$ cat src/rtl/diff_line_driver.sv
// diff_line_driver: framed serial byte transmitter driving a slew-limited complementary sample pair
module diff_line_driver #(
  parameter int                BIT_CYCLES = 16,
  parameter logic signed [7:0] AMP        = 8'sd40,
  parameter logic signed [7:0] STEP       = 8'sd10
) (
  input  logic              clk,
  input  logic              rst,
  input  logic [7:0]        data,
  input  logic              valid,
  output logic              ready,
  output logic              busy,
  output logic signed [7:0] ts1,
  output logic signed [7:0] ts2
);
  typedef enum logic [1:0] {IDLE, START, DATA, STOP} state_t;
  localparam logic signed [8:0] STEP9 = {STEP[7], STEP};
  state_t            state_q, state_d;
  logic [9:0]        cnt_q, cnt_d;
  logic [2:0]        bit_q, bit_d;
  logic [7:0]        shreg_q, shreg_d;
  logic signed [7:0] lvl_q, lvl_d, tgt;
  logic signed [8:0] diff;
  logic              last;
  assign last = cnt_q == 10'(BIT_CYCLES - 1);
  // frame sequencing: bit timing, shift register and the line target per state
  always_comb begin
    state_d = state_q;
    cnt_d   = last ? '0 : cnt_q + 10'd1;
    bit_d   = bit_q;
    shreg_d = shreg_q;
    tgt     = -AMP;
    case (state_q)
      IDLE: begin
        cnt_d = '0;
        if (valid) begin
          state_d = START;
          shreg_d = data;
          bit_d   = '0;
        end
      end
      START: begin
        tgt = AMP;
        if (last) state_d = DATA;
      end
      DATA: begin
        tgt = shreg_q[0] ? AMP : -AMP;
        if (last) begin
          shreg_d = shreg_q >> 1;
          bit_d   = bit_q + 3'd1;
          if (bit_q == 3'd7) state_d = STOP;
        end
      end
      default: if (last) state_d = IDLE;
    endcase
  end
  assign diff  = $signed({tgt[7], tgt}) - $signed({lvl_q[7], lvl_q});
  assign lvl_d = diff > STEP9 ? lvl_q + STEP : diff < -STEP9 ? lvl_q - STEP : tgt;
  // state registers; reset snaps the line straight to the idle level without ramping
  always_ff @(posedge clk or negedge rst) begin
    if (!rst) begin
      state_q <= IDLE;
      cnt_q   <= '0;
      bit_q   <= '0;
      shreg_q <= '0;
      lvl_q   <= -AMP;
    end else begin
      state_q <= state_d;
      cnt_q   <= cnt_d;
      bit_q   <= bit_d;
      shreg_q <= shreg_d;
      lvl_q   <= lvl_d;
    end
  end
  assign ready = state_q == IDLE;
  assign busy  = !ready;
  assign ts1   = lvl_q;
  assign ts2   = -lvl_q;
endmodule

$ cat config.mk
export PLATFORM = sky130hd
export DESIGN_NAME = diff_line_driver
export DESIGN_NICKNAME = d
export VERILOG_FILES = /design/src/rtl/diff_line_driver.sv
export SDC_FILE = /design/constraint.sdc
export NUM_CORES = 1
export LEC_CHECK = 0
export ABC_AREA = 1
export CAP_MARGIN = 10
export CORE_UTILIZATION = 45
export DETAILED_ROUTE_END_ITERATION = 8
export PLACE_DENSITY_LB_ADDON = 0.25
export SLEW_MARGIN = 25
export SYNTH_ARGS = -nofsm -noshare
export SYNTH_HDL_FRONTEND = slang
export SYNTH_SLANG_ARGS = --single-unit
$ cat constraint.sdc
create_clock -name clk -period 5.45 [get_ports clk]
set_input_delay 0.545 -clock clk [delete_from_list [all_inputs] [get_ports clk]]
set_output_delay 0.545 -clock clk [all_outputs]
set_load 0.02 [all_outputs]
# After elaboration in Yosys (flattened, before gate mapping)
# Cells that the tools add are included.
# op_classes
addsub,6
magnitude_cmp,2
eq_ne,8
n_mux,18
reduce_logical,6
# op_table
cell,n
two-way mux 8 bit,5
one-hot mux 8 bit (2 select lines),2
two-way mux 10 bit,2
adder 10 x 1 -> 10 bit (second input constant),1
equality test 10 x 4 -> 1 bit (second input constant),1
two-way mux 2 bit,5
> comparator 9 x 5 -> 1 bit (second input constant),1
less-than comparator 9 x 5 -> 1 bit (second input constant),1
subtractor 8 x 8 -> 9 bit,1
adder 8 x 5 -> 8 bit (second input constant),1
inequality test 2 bit (second input constant),4
negator 8 bit,1
subtractor 8 x 5 -> 8 bit (second input constant),1
two-way mux 3 bit,2
one-hot mux 2 bit (3 select lines),1
one-hot mux 3 bit (2 select lines),1
AND reduction 5 bit,1
nonzero test 2 bit,2
adder 3 x 1 -> 3 bit (second input constant),1
equality test 3 bit (second input constant),1
AND reduction 3 bit,1
equality test 2 x 1 -> 1 bit (second input constant),1
equality test 2 bit (second input constant),1
zero test 2 bit,1
zero test 1 bit,1
# totals
ff_bits,31
in_bits,11
output_inout_bits,18
word_cells,45

# Longest topological paths before layout
# logic_depth
depth_word,6
mapped_depth,17
mapped_depth_nobuf,17

# Worst setup path after synthesis
# OpenSTA, ideal clock, no wires.
# synth_timing
kind,register -> register
start,register state_q[0]
end,"register lvl_q[1], in the netlist ts1[1]"
setup_time_ns,0.139
t_arrival_ns,2.050
required_ns,5.311
setup_slack_ns,3.261
stages_incl_launch_ff,14
n_path_buf,0
period_less_slack_ns,2.189
path_cell_list,dfrtp_1 inv_1 ha_1 nand2_1 a21oi_1 ha_1 a21oi_1 nand2_1 nand2_1 nand2_2 nor2_4 nand2_4 nand3_4 a21oi_1
# synth_between
elab_chain_len,6
word_cells_on_any_way,8
classes_between,1 x add/sub; 2 x order compare; 2 x eq/ne; 3 x mux
# synth_lines
element,line,rtl
from (decl),18,"state_t state_q, state_d;"
from (signal assigned),68,state_q <= state_d;
equality test 2 bit or equality test 2 x 1 -> 1 bit (tied branches),33,case (state_q)
one-hot mux 8 bit (2 select lines) (*),33,
subtractor 8 x 8 -> 9 bit,57,"assign diff = $signed({tgt[7], tgt}) - $signed({lvl_q[7], lvl_q});"
less-than comparator 9 x 5 -> 1 bit,58,assign lvl_d = diff > STEP9 ? lvl_q + STEP : diff < -STEP9 ? lvl_q - STEP : tgt;
two-way mux 8 bit,58,
two-way mux 8 bit (*),58,
net lvl_d[1],22,"logic signed [7:0] lvl_q, lvl_d, tgt;"
to (signal assigned),66,lvl_q <= -AMP;
to (signal assigned),72,lvl_q <= lvl_d;
to (decl),22,
# Mark *: on every way through the listed nets, which the timed path passes. The rest lies on a longest branch.
# A chain may end at the register's enable or synchronous reset.

# Worst setup path after layout
# Ends and elaborated chain as after synthesis.

==> run_results.csv <==
group,metric,value,unit
logic_synthesis,avgSynthCellArea,7.58,sq um
logic_synthesis,yosys_most_used_dff,"dfrtp_1",
grt,antenna_found_initial,0,
layout,fill_cells,426,
timing,finalSetupViolCount,0,
logic_synthesis,synth_area_leaders,"dfrtp_1, nand2_1, ha_1",
timing,fin_crit,2.80,ns
timing,rsz0062_at_grt,"no",
critical_path,path_buf_inv,1,
place,portBuffers,26,
layout,diodes,0,
floorplan,io_pins,29,
detailed_routing,drc_errors,0,
critical_path,crit_chain,"inv_1 > ha_1 > nand2_1 > a21oi_1 > ha_1 > a21oi_1 > nand2_1 > nand2_1 > nand2_2 > nor2_4 > nand2_4 > nand3_4 > a21oi_1",
logic_synthesis,syn_area,2190,sq um
layout,ff_latch_area,756,sq um
critical_path,arrival,2.95,ns
grt,grt_pass1_vias,1710,
critical_path,max_stage_delay,0.50,ns
timing,slew_headroom,64.1,%
logic_synthesis,ys_ff_latch,30,
timing,tightest_slew,0.539,ns
logic_synthesis,synth_top_cell_area_share,29.7,%
floorplan,core_area,4690,sq um
cts,cts_root_buf,"clkbuf_8",
timing,skew,0.00684,ns
layout,multi_input_area,1250,sq um
critical_path,cpMaxStageDelayCell,"ha_1",
logic_synthesis,yosysMostFrequentCell,"nand2_1",
floorplan,die_h,71.8,um
logic_synthesis,async_reset_ff_share,100,%
timing,period_share,51.4,%
floorplan,initial_utilization,46.7,%
grt,grt_max_degree,31,
layout,layout-drive-gt1-share,11.7,%
cts,clk_latency,0.28,ns
critical_path,cp-start-kind,"flop",
detailed_routing,vias,1883,
run,cap_violations,0,
timing,hold_viol_final,0,
critical_path,reg2reg_slack,2.65,ns
grt,grt.total_usage,18.4,%
cts,htreeDepth,2,
critical_path,crit_fanout,15,
cts,hold_buffers,0,
critical_path,crit_required,5.60,ns
logic_synthesis,synth.distinct_cells,38,
logic_synthesis,synth_seq_area_share,34.5,%
cts,clock_sink_count,30,
critical_path,cp_top_family,"adder cells",
logic_synthesis,postSynthCellCount,289,
cts,cts_resized,0,
grt,grt_overflow,0,
cts,cts_tree,"yes",
logic_synthesis,synth_edf_count,0,
critical_path,worstSetupPathType,"flop to flop",
timing,clock.fmax,0.357,GHz
layout,syn_to_final_growth,17.1,%
timing,slew_viol_final,0,
critical_path,endpoint_kind,"flop",
cts,numCtsBuffers,5,
cts,clk_pin_slew_worst_paths,0.07,ns
place,hpwl,3.21,mm
logic_synthesis,yosys_warnings,0,
timing,setup_tns,0,ns
detailed_routing,detail_route.wl_per_cell,11.4,um
cts,post_cts_buffers,0,
detailed_routing,finalWirelength,4.24,mm
floorplan,die_w,71.8,um
detailed_routing,ant_nets,0,
hold_path,holdCritPathClass,"flop to flop",
grt,grt_pass1_wl,7.51,mm
run_status,outcome,"finished, final reports clean",
cts,cts.path.max_buffers,2,
floorplan,fp-row-count,25,
logic_synthesis,synth_largest_area_cell,"dfrtp_1",
detailed_routing,drt_iter0_drc,69,
floorplan,die-area,5150,sq um
detailed_routing,via_per_inst,5.08,
place,gp_congestion,0.857,
logic_synthesis,netlist_top_cells_count,"nand2_1, nor2_1, inv_1",
layout,finalNetCount,342,
detailed_routing,first_pass_iters,4,
[registers in the layout (all words and copies together), names as in the netlist]
| name | count |
|---|---|
| cnt_q | 10 |
| shreg_q | 8 |
| ts1 | 7 |
| bit_q | 3 |
| state_q | 2 |
[metrics by stage]
step	instance area [sq um]	util (%)	setup slack [ns]	cells	hold slack, ns
after global routing	2570	54.7	2.42	371	0.522
final	2570	54.7	2.65	371	0.488
after floorplan	2190	-	3.26	290	0.249
after global placement	2470	52.7	2.71	363	0.477
after detailed placement	2470	52.7	2.65	363	0.482
after CTS	2570	54.7	2.63	371	0.495
[area by class of cell]
cell class / count / share of cell area (%)
multi-input cells: 219 / 48.7
inverters: 33 / 5.12
clock inverters: 2 / 0.488
repair buffers: 27 / 10.4
well taps: 54 / 2.63
clock buffers: 6 / 3.22
flip-flops and latches: 30 / 29.4
[final timing paths]
kind / startpoint / end / cells past startpoint
setup / recovery: state_q[0] / ts1[1] / 13
hold / removal: cnt_q[0] / cnt_q[0] / 1
setup reg to reg: state_q[0] / ts1[1] / 13
hold reg to reg: cnt_q[0] / cnt_q[0] / 1
max in group asynchronous: rst / ts1[6] / 2
min in group asynchronous: rst / cnt_q[2] / 2
[layer usage]
metal | wire length [um] | vias to the layer above | GRT usage [%]
li1 | - | 980 | -
met1 | 2130 | 862 | 25.2
met2 | 1930 | 35 | 28.5
met3 | 148 | 6 | 5.91
met4 | 36 | 0 | 3.92
met5 | 0 | - | 0
[layout by cell type (no fill, tap or decap), drive strengths merged]
cell and n:
nand3 17, o2111ai 1, clkbuf 6, nor2 33, xor2 13, inv 31
clkinv 3, a31oi 7, dfstp 4, nand4 10, nor3 6, o21ai 8
clkinvlp 1, xnor2 1, o21a 1, conb 2, clkdlybuf4s50 26, nor3b 2
buf 1, a21oi 8, and3 1, dfrtp 26, nand2 91, nand3b 2
o211ai 1, ha 15
[cells by family (layout without fill, tap and decap cells)]
logic type / after synthesis / in the layout / share of synthesized area (%)
simple gates: 162 / 162 / 35.8
buf+inv: 41 / 68 / 8.68
flops: 30 / 30 / 34.5
compound gates: 26 / 26 / 6.74
fa+ha+maj: 15 / 15 / 8.57
xor+xnor: 14 / 14 / 5.60
other cells: 1 / 2 / 0.171
Power is left out: the tool's default activity adds up to more than one toggle a clock period on the data nets, which glitch-free logic cannot reach.
